**config.mk**
```make
export PLATFORM = sky130hd
export DESIGN_NAME = uart_byte_controller_flat
export DESIGN_NICKNAME = d
export VERILOG_FILES = /design/src/rtl/uart_byte_controller_if.sv /design/src/rtl/uart_byte_controller.sv /design/src/flat_wrapper.sv
export SDC_FILE = /design/constraint.sdc
export NUM_CORES = 1
export LEC_CHECK = 0
export BUFFER_PORTS_ARGS = -buffer_cell sky130_fd_sc_hd__buf_2
export CAP_MARGIN = 20
export CORE_AREA = 3 3 101 103
export DETAILED_ROUTE_END_ITERATION = 12
export DIE_AREA = 0 0 104 106
export HOLD_SLACK_MARGIN = 0.12
export PLACE_DENSITY = 0.63
export RECOVER_POWER = 50
export SLEW_MARGIN = 10
export SYNTH_ARGS = -nofsm -noshare
export SYNTH_HDL_FRONTEND = slang
export SYNTH_SLANG_ARGS = --single-unit
export TNS_END_PERCENT = 50
```
**constraint.sdc**
```tcl
create_clock -name clk -period 4.55 [get_ports clk]
set_input_delay 0 -clock clk [delete_from_list [all_inputs] [get_ports clk]]
set_output_delay 0 -clock clk [all_outputs]
set_load 0.03 [all_outputs]
```
**src/rtl/uart_byte_controller_if.sv**
```systemverilog
// Byte-level handshake between the stdio call blocks and the UART engine.
// Serial pins stay plain ports on the engine itself.
interface uart_byte_controller_if;
    logic [7:0] UART_BYTE_OUT;
    logic       UART_START_SEND;
    logic       UART_START_RECEIVE;
    logic [7:0] UART_BYTE_IN;
    logic [1:0] UART_RESPONSE;

    modport master (
        output UART_BYTE_OUT, UART_START_SEND, UART_START_RECEIVE,
        input  UART_BYTE_IN, UART_RESPONSE
    );

    modport slave (
        input  UART_BYTE_OUT, UART_START_SEND, UART_START_RECEIVE,
        output UART_BYTE_IN, UART_RESPONSE
    );
endinterface

```
**src/rtl/uart_byte_controller.sv**
```systemverilog
// 8N1 UART byte engine: independent TX and RX FSMs, with a 1-deep pending
// slot and a held RX-valid response for the get-char side.
module uart_byte_controller #(
    parameter int CLKS_PER_BIT = 434,
    parameter int HOLD_CYCLES  = 16
) (
    input  logic                  clk,
    input  logic                  reset,
    uart_byte_controller_if.slave bus,
    input  logic                  UART_RXD,
    output logic                  UART_TXD
);
    localparam int CW = $clog2(CLKS_PER_BIT);
    localparam int HW = $clog2(HOLD_CYCLES + 1);
    localparam logic [CW-1:0] BIT_LAST  = CW'(CLKS_PER_BIT - 1);
    localparam logic [CW-1:0] BIT_MID   = CW'(CLKS_PER_BIT / 2);
    localparam logic [CW-1:0] CNT_ONE   = CW'(1);
    localparam logic [HW-1:0] HOLD_LOAD = HW'(HOLD_CYCLES);
    localparam logic [HW-1:0] HOLD_ONE  = HW'(1);

    // ---------------- TX ----------------
    typedef enum logic [2:0] {TX_IDLE, TX_START, TX_DATA, TX_STOP, TX_DONE} tx_state_t;

    tx_state_t     tx_state, tx_state_d;
    logic [CW-1:0] tx_cnt, tx_cnt_d;
    logic [2:0]    tx_idx, tx_idx_d;
    logic [7:0]    tx_shift, tx_shift_d;
    logic          txd_d;
    logic          tx_done;
    logic          tx_last;

    assign tx_last = (tx_cnt == BIT_LAST);

    always_ff @(posedge clk or negedge reset) begin
        if (!reset) begin
            tx_state <= TX_IDLE;
            tx_cnt   <= '0;
            tx_idx   <= '0;
            tx_shift <= '0;
            UART_TXD <= 1'b1;
            tx_done  <= 1'b0;
        end else begin
            tx_state <= tx_state_d;
            tx_cnt   <= tx_cnt_d;
            tx_idx   <= tx_idx_d;
            tx_shift <= tx_shift_d;
            UART_TXD <= txd_d;
            tx_done  <= (tx_state == TX_DONE);
        end
    end

    // Pin level follows the current state one cycle later, so the line
    // falls on the edge after the request is sampled.
    always_comb begin
        tx_state_d = tx_state;
        tx_cnt_d   = tx_cnt;
        tx_idx_d   = tx_idx;
        tx_shift_d = tx_shift;
        txd_d      = 1'b1;
        case (tx_state)
            TX_IDLE: begin
                if (bus.UART_START_SEND) begin
                    tx_shift_d = bus.UART_BYTE_OUT;
                    tx_cnt_d   = '0;
                    tx_idx_d   = '0;
                    tx_state_d = TX_START;
                end
            end
            TX_START: begin
                txd_d = 1'b0;
                if (tx_last) begin
                    tx_cnt_d   = '0;
                    tx_state_d = TX_DATA;
                end else begin
                    tx_cnt_d = tx_cnt + CNT_ONE;
                end
            end
            TX_DATA: begin
                txd_d = tx_shift[tx_idx];
                if (tx_last) begin
                    tx_cnt_d = '0;
                    if (tx_idx == 3'd7) tx_state_d = TX_STOP;
                    else                tx_idx_d   = tx_idx + 3'd1;
                end else begin
                    tx_cnt_d = tx_cnt + CNT_ONE;
                end
            end
            TX_STOP: begin
                if (tx_last) begin
                    tx_cnt_d   = '0;
                    tx_state_d = TX_DONE;
                end else begin
                    tx_cnt_d = tx_cnt + CNT_ONE;
                end
            end
            TX_DONE: tx_state_d = TX_IDLE;
            default: tx_state_d = TX_IDLE;
        endcase
    end

    // ---------------- RX ----------------
    typedef enum logic [1:0] {RX_IDLE, RX_START, RX_DATA, RX_STOP} rx_state_t;

    logic          rx_meta, rx_sync;
    rx_state_t     rx_state, rx_state_d;
    logic [CW-1:0] rx_cnt, rx_cnt_d;
    logic [2:0]    rx_idx, rx_idx_d;
    logic [7:0]    rx_shift, rx_shift_d;
    logic          rx_good_d, rx_good_q;
    logic [7:0]    rx_data_q;

    always_ff @(posedge clk or negedge reset) begin
        if (!reset) begin
            rx_meta   <= 1'b1;
            rx_sync   <= 1'b1;
            rx_state  <= RX_IDLE;
            rx_cnt    <= '0;
            rx_idx    <= '0;
            rx_shift  <= '0;
            rx_good_q <= 1'b0;
            rx_data_q <= '0;
        end else begin
            rx_meta   <= UART_RXD;
            rx_sync   <= rx_meta;
            rx_state  <= rx_state_d;
            rx_cnt    <= rx_cnt_d;
            rx_idx    <= rx_idx_d;
            rx_shift  <= rx_shift_d;
            rx_good_q <= rx_good_d;
            if (rx_good_d) rx_data_q <= rx_shift;
        end
    end

    // After the mid-start check the counter wraps every bit period, so all
    // later samples land at the same offset into their bit.
    always_comb begin
        rx_state_d = rx_state;
        rx_cnt_d   = rx_cnt;
        rx_idx_d   = rx_idx;
        rx_shift_d = rx_shift;
        rx_good_d  = 1'b0;
        case (rx_state)
            RX_IDLE: begin
                if (!rx_sync) begin
                    rx_cnt_d   = '0;
                    rx_state_d = RX_START;
                end
            end
            RX_START: begin
                if (rx_cnt == BIT_MID) begin
                    rx_cnt_d   = '0;
                    rx_idx_d   = '0;
                    rx_state_d = rx_sync ? RX_IDLE : RX_DATA;
                end else begin
                    rx_cnt_d = rx_cnt + CNT_ONE;
                end
            end
            RX_DATA: begin
                if (rx_cnt == BIT_LAST) begin
                    rx_cnt_d   = '0;
                    rx_shift_d = {rx_sync, rx_shift[7:1]};
                    if (rx_idx == 3'd7) rx_state_d = RX_STOP;
                    else                rx_idx_d   = rx_idx + 3'd1;
                end else begin
                    rx_cnt_d = rx_cnt + CNT_ONE;
                end
            end
            RX_STOP: begin
                if (rx_cnt == BIT_LAST) begin
                    rx_cnt_d   = '0;
                    rx_good_d  = rx_sync;
                    rx_state_d = RX_IDLE;
                end else begin
                    rx_cnt_d = rx_cnt + CNT_ONE;
                end
            end
            default: rx_state_d = RX_IDLE;
        endcase
    end

    // ---------------- delivery ----------------
    logic          armed;
    logic          pend_vld;
    logic [7:0]    pend_data;
    logic [HW-1:0] hold_cnt;
    logic          rx_valid;
    logic [7:0]    byte_in;
    logic          hold_idle;
    logic          deliver_pend, deliver_new;

    assign hold_idle    = (hold_cnt == '0);
    // The pending byte always goes first; a byte landing alongside it is parked.
    assign deliver_pend = armed & pend_vld & hold_idle;
    assign deliver_new  = armed & rx_good_q & hold_idle & ~pend_vld;

    always_ff @(posedge clk or negedge reset) begin
        if (!reset) begin
            armed     <= 1'b0;
            pend_vld  <= 1'b0;
            pend_data <= '0;
            hold_cnt  <= '0;
            rx_valid  <= 1'b0;
            byte_in   <= '0;
        end else begin
            if (deliver_pend || deliver_new) begin
                byte_in  <= deliver_pend ? pend_data : rx_data_q;
                hold_cnt <= HOLD_LOAD;
                rx_valid <= 1'b1;
                armed    <= 1'b0;
            end else begin
                if (!hold_idle) hold_cnt <= hold_cnt - HOLD_ONE;
                rx_valid <= (hold_cnt > HOLD_ONE);
                if (bus.UART_START_RECEIVE && !rx_valid) armed <= 1'b1;
            end

            if (rx_good_q && !deliver_new) begin
                pend_data <= rx_data_q;
                pend_vld  <= 1'b1;
            end else if (deliver_pend) begin
                pend_vld <= 1'b0;
            end
        end
    end

    assign bus.UART_BYTE_IN  = byte_in;
    assign bus.UART_RESPONSE = {rx_valid, tx_done};
endmodule

```
**src/flat_wrapper.sv**
```systemverilog
// flat-port wrapper written by rule: the top's interface ports become plain ports
module uart_byte_controller_flat 
#(
    parameter int CLKS_PER_BIT = 434,
    parameter int HOLD_CYCLES  = 16
)
  (clk, reset, UART_RXD, UART_TXD, bus_UART_BYTE_OUT, bus_UART_START_SEND, bus_UART_START_RECEIVE, bus_UART_BYTE_IN, bus_UART_RESPONSE);
  uart_byte_controller_if bus_i ();
  input  logic clk;
  input  logic reset;
  input  logic UART_RXD;
  output logic UART_TXD;
  input wire logic [$bits(bus_i.UART_BYTE_OUT)-1:0] bus_UART_BYTE_OUT;
  input wire logic [$bits(bus_i.UART_START_SEND)-1:0] bus_UART_START_SEND;
  input wire logic [$bits(bus_i.UART_START_RECEIVE)-1:0] bus_UART_START_RECEIVE;
  output wire logic [$bits(bus_i.UART_BYTE_IN)-1:0] bus_UART_BYTE_IN;
  output wire logic [$bits(bus_i.UART_RESPONSE)-1:0] bus_UART_RESPONSE;
  assign bus_i.UART_BYTE_OUT = bus_UART_BYTE_OUT;
  assign bus_i.UART_START_SEND = bus_UART_START_SEND;
  assign bus_i.UART_START_RECEIVE = bus_UART_START_RECEIVE;
  assign bus_UART_BYTE_IN = bus_i.UART_BYTE_IN;
  assign bus_UART_RESPONSE = bus_i.UART_RESPONSE;
  uart_byte_controller #(.CLKS_PER_BIT(CLKS_PER_BIT), .HOLD_CYCLES(HOLD_CYCLES)) u_core (.clk(clk), .reset(reset), .bus(bus_i), .UART_RXD(UART_RXD), .UART_TXD(UART_TXD));
endmodule
```
# --- After elaboration in Yosys (flattened, before gate mapping) ---
# Cells that the tools add are included.
word_totals:
  reg_bits: 82
  elab_cells: 121
  out_inout_bits: 11
  inputBits: 13
classes:
  eq_ne: 25
  muxes: 41
  n_lt_le_gt_ge: 2
  addsub: 5
  bitwise: 6
  n_reduce_logical: 22
op_table:
  columns: ["op", "count"]
  rows:
  - ["two-way mux 9 bit", 5]
  - ["two-way mux 3 bit", 11]
  - ["case mux 9 bit (3 select lines)", 1]
  - ["adder 9 x 1 -> 9 bit (second input constant)", 2]
  - ["equality test 9 bit (second input constant)", 2]
  - ["case mux 9 bit (2 select lines)", 1]
  - ["inequality test 2 x 1 -> 1 bit (second input constant)", 8]
  - ["two-way mux 2 bit", 6]
  - ["case mux 3 bit (2 select lines)", 2]
  - ["case mux 3 bit (4 select lines)", 1]
  - ["two-way mux 5 bit", 2]
  - ["inequality test 2 bit (second input constant)", 5]
  - ["AND reduction 5 bit", 2]
  - ["nonzero test 2 bit", 5]
  - ["equality test 3 bit (second input constant)", 3]
  - ["equality test 9 x 8 -> 1 bit (second input constant)", 1]
  - ["two-way mux 1 bit", 8]
  - ["two-way mux 8 bit", 1]
  - ["case mux 2 bit (4 select lines)", 1]
  - ["AND reduction 4 bit", 2]
  - ["adder 3 x 1 -> 3 bit (second input constant)", 2]
  - ["equality test 3 x 2 -> 1 bit (second input constant)", 2]
  - ["AND reduction 2 bit", 3]
  - ["AND 1 bit", 5]
  - ["17 further kinds", 20]

# --- Depth between registers and ports, before layout ---
depth:
  ltp_word: 6
  depth_mapped: 7
  depth_no_buf: 6

# --- Worst setup path after synthesis ---
# No wires, ideal clock.
synth_path:
  path_type: "register -> register"
  startpoint: "reg u_core.hold_cnt[0]"
  endpoint: "reg u_core.pend_data[0]"
  slack_ns: 2.629
  setup_time_ns: 0.125
  stages_incl_launch_ff: 7
  synth_period_minus_slack_ns: 1.921
  arrival_ns: 1.797
  required_time_ns: 4.425
  n_path_buf: 0
  path_cell_list: "dfrtp_1 inv_1 ha_1 nor4b_4 nand2_1 o21ai_2 mux2_2"
synth_between:
  elab_chain_len: 5
synth_lines:
  columns: ["element", "line", "text"]
  rows:
  - ["start: declaration", "uart_byte_controller.sv:185", "logic [HW-1:0] hold_cnt;"]
  - ["start signal: assignment", "uart_byte_controller.sv:211", "if (!hold_idle) hold_cnt <= hold_cnt - HOLD_ONE;"]
  - ["zero test 5 bit", "uart_byte_controller.sv:191", "assign hold_idle = (hold_cnt == '0);"]
  - ["AND 1 bit (2 in a row)", "uart_byte_controller.sv:194", "assign deliver_new = armed & rx_good_q & hold_idle & ~pend_vld;"]
  - ["zero test 1 bit", "uart_byte_controller.sv:216", "if (rx_good_q && !deliver_new) begin"]
  - ["logical AND 1 bit", "uart_byte_controller.sv:216", null]
  - ["end signal: assignment", "uart_byte_controller.sv:217", "pend_data <= rx_data_q;"]
  - ["end: declaration", "uart_byte_controller.sv:184", "logic [7:0] pend_data;"]
# Every way passes these cells.
# A chain may end at the register's enable or synchronous reset.

# --- Final worst setup path ---
layout_path:
  startpoint: "reg u_core.hold_cnt[0]"
  endpoint: "reg u_core.pend_data[7]"
# Same word-level chain as after synthesis.

==> impl_metrics.ini <==
[cts]
cts_tree = built
cts_max_path_buffers = 2
cts.sinks = 82
insertion_delay_ps = 340
ctsHoldBuffers = 11
post-cts-setup-buffers = 0
clkTransAtPathRegs_ps = 80
numCtsBuffers = 9
cts-resized-gates = 0
htree_levels = 3
cts-root-buf = clkbuf_8

[floorplanning]
die_area_mm2 = 0.0110
core_mm2 = 0.00928
io_pins = 24
rows = 35
die_w_um = 104
die_h_um = 106
start_util_pct = 42.2

[layout]
multi_input_area_mm2 = 0.00174
fin_nets = 407
stdcell_area_mm2 = 0.00451
n_antenna_cell = 0
final-seq-area_mm2 = 0.00206
num-fill-cells = 858
drive_gt1_share_pct = 20.9
area_growth_pct = 15.1

[synth]
async_flop_share_pct = 100
syn_avg_cell_area_um2 = 11.1
synth_area_mm2 = 0.00392
synthCells = 353
synth-seq-area-share_pct = 52.4
ys_top_cells_by_count = dfrtp_1, mux2_2, nand2_1
mappedNetlistNets = 377
yosys_warnings = 0
ys_ff_latch = 82
synth_area_leaders = dfrtp_1, mux2_2, ha_1
synth-main-ff-cell = dfrtp_1
ys_types = 54
synth_most_common_cell = dfrtp_1
synth_edf_count = 0
synth_top_cell_area_share_pct = 50.4
synth.largest_area_cell = dfrtp_1

[sta]
setup_viol = 0
slew_violations = 27
finalHoldViolCount = 0
fin_setup_tns_ps = 0
fin_skew_ps = 7.04
fmax_mhz = 421
period_share_pct = 52.2
rsz0062_at_grt = false
slew_headroom_pct = -3.96
fin_crit_ps = 2380
worst_pin_slew_ps = 1560

[placed_design]
dp_hpwl_um = 4550
postPlaceCellArea_mm2 = 0.00414
place.gp.congestion = 0.793
port_buffers = 23

[min_path]
hold_path_class = primary input to register
hold_depth = 4
hp-start = bus_UART_START_SEND
worstHoldEndpoint = u_core.tx_state[0]$_DFFE_PN0P_

[detailed_routing]
drtPass1Iterations = 4
wl_per_cell_um = 13.2
wl_um = 6830
drtAntennaViolNets = 0
first_iter_violations = 103
via_count = 2691
avgViaCountPerCell = 5.21
drc_errors = 0

[setup_path]
critPathMaxStageDelay_ps = 430
reg2reg_depth = 6
path_buf_inv = 1
startpoint_type = register
end_kind = register
required_ps = 4780
slowest_stage = o21ai_2
arrival_ps = 2600
r2r-start = u_core.hold_cnt[0]$_DFFE_PN0P_
path_delay_family = simple AND/OR/NAND/NOR gates
criticalPathCategory = register to register
crit_path_cell_trace = inv_1 -> ha_1 -> nor4b_4 -> nand2_1 -> o21ai_2 -> mux2_2
rr_endpoint = u_core.pend_data[7]$_DFFE_PN0P_
regToRegSetupSlack_ps = 2170
path_max_fanout = 12

[grt]
antenna_found_initial = 0
grt_pass1_vias = 2521
grt_max_degree = 83
grtUsageTotal_pct = 13.1
grt_pass1_wl_um = 11900
grt.overflow.total = 0

[status]
failed_checks = max-capacitance violations, max-slew violations
status = finished with violations

[pwr]
peakVddDrop_mv = 0.180
power.leakage_nw = 2.07
pwr_density_cell_mw_per_mm2 = 362

[job]
cap_violations = 1
-- kinds of logic (layout without fill, tap and decap cells) --
logic type               count (synthesis)  in the layout  share of synthesized area, %
AO/OA/AOI/OAI                           69             69                          11.3
XOR/XNOR                                 5              5                          1.12
buffers and inverters                   33             68                          3.45
multiplexers                            43             43                          12.7
adder cells (fa/ha/maj)                 12             12                          3.77
AND/OR/NAND/NOR                        109            109                          15.2
flip-flops                              82             82                          52.4
-- layout make-up --
class	count	area share (%)
Inverter	16	1.33
Clock buffer	12	3.22
Timing Repair Buffer	36	5.66
Clock inverter	4	2.19
Multi-Input combinational cell	238	38.5
Tap cell	129	3.58
Sequential cell	82	45.6
-- worst register-to-register path: cells and delay by family, from the launching register on --
family                   cells  cell delay [ps]
multiplexers                 1              380
flip-flops                   1              410
AO/OA/AOI/OAI                1              430
buffers and inverters        1              120
AND/OR/NAND/NOR              2              680
adder cells (fa/ha/maj)      1              230
-- registers in the layout, summed over array words and instances, names as in the netlist, 5 cells and up, named ones only --
| name | cells |
|---|---|
| u_core.pend_data | 8 |
| u_core.bus.UART_BYTE_IN | 8 |
| u_core.rx_cnt | 9 |
| u_core.tx_cnt | 9 |
| u_core.hold_cnt | 5 |
| u_core.rx_data_q | 8 |
| u_core.tx_shift | 8 |
| u_core.rx_shift | 8 |
-- cell usage in the layout, fill, tap and decap left out, types with 3 or more instances in the layout --
| cell | netlist | layout |
|---|---|---|
| a21oi_1 | 9 | 9 |
| nor4_1 | 3 | 3 |
| a31oi_1 | 8 | 8 |
| nor2_1 | 14 | 14 |
| xnor2_1 | 3 | 3 |
| dlygate4sd3_1 | 0 | 11 |
| ha_1 | 11 | 11 |
| o22ai_1 | 7 | 7 |
| nor3_1 | 8 | 8 |
| clkbuf_1 | 11 | 6 |
| dfstp_2 | 3 | 3 |
| nand3_1 | 9 | 9 |
| and3_1 | 4 | 4 |
| clkbuf_8 | 0 | 10 |
| nor2b_1 | 12 | 12 |
| dfrtp_1 | 79 | 79 |
| bufinv_16 | 0 | 3 |
| inv_1 | 16 | 16 |
| nand2_1 | 33 | 33 |
| o21ai_0 | 20 | 20 |
| and2_1 | 3 | 3 |
| nor3b_1 | 3 | 3 |
| a22oi_1 | 8 | 8 |
| o31a_1 | 3 | 3 |
| mux2_2 | 33 | 33 |
| mux2i_1 | 7 | 7 |
| nand3b_1 | 4 | 4 |
| buf_2 | 3 | 19 |
-- routing by layer --
layer	GRT usage, %	wire length [um]	vias to the layer above
li1	-	-	1319
met1	17.7	3360	1317
met2	20.4	3140	47
met3	2.73	208	8
met4	5.98	113	0
met5	0	0	-
-- report_power, final --
part           total (mW)  internal (mW)  switching (mW)
clock               0.635          0.381           0.254
sequential          0.822          0.781          0.0404
combinational       0.177         0.0863          0.0911
total                1.63           1.25           0.385
-- how the worst max path moves through the flow --
stage	cells after the start	startpoint	slack (ps)	end
after CTS	6	u_core.hold_cnt[0]$_DFFE_PN0P_	2170	u_core.pend_data[7]$_DFFE_PN0P_
after global routing	6	u_core.hold_cnt[0]$_DFFE_PN0P_	1980	u_core.pend_data[7]$_DFFE_PN0P_
after detailed placement	6	u_core.hold_cnt[0]$_DFFE_PN0P_	2190	u_core.pend_data[4]$_DFFE_PN0P_
after floorplan	6	u_core.hold_cnt[0]$_DFFE_PN0P_	2630	u_core.pend_data[0]$_DFFE_PN0P_
final	6	u_core.hold_cnt[0]$_DFFE_PN0P_	2170	u_core.pend_data[7]$_DFFE_PN0P_
after global placement	6	u_core.hold_cnt[0]$_DFFE_PN0P_	2260	u_core.pend_data[0]$_DFFE_PN0P_
-- metrics by stage --
step	util, %	cells	setup slack (ps)	hold WS, ps	total power, mW
after floorplan	-	353	2630	-296	0.955
after global placement	44.6	489	2260	106	0.999
after detailed placement	44.6	489	2190	107	1.01
after CTS	48.4	516	2170	123	1.66
after global routing	48.6	517	1980	146	1.71
final	48.6	517	2170	137	1.63
No activity file was read; power rests on OpenSTA's default activity.
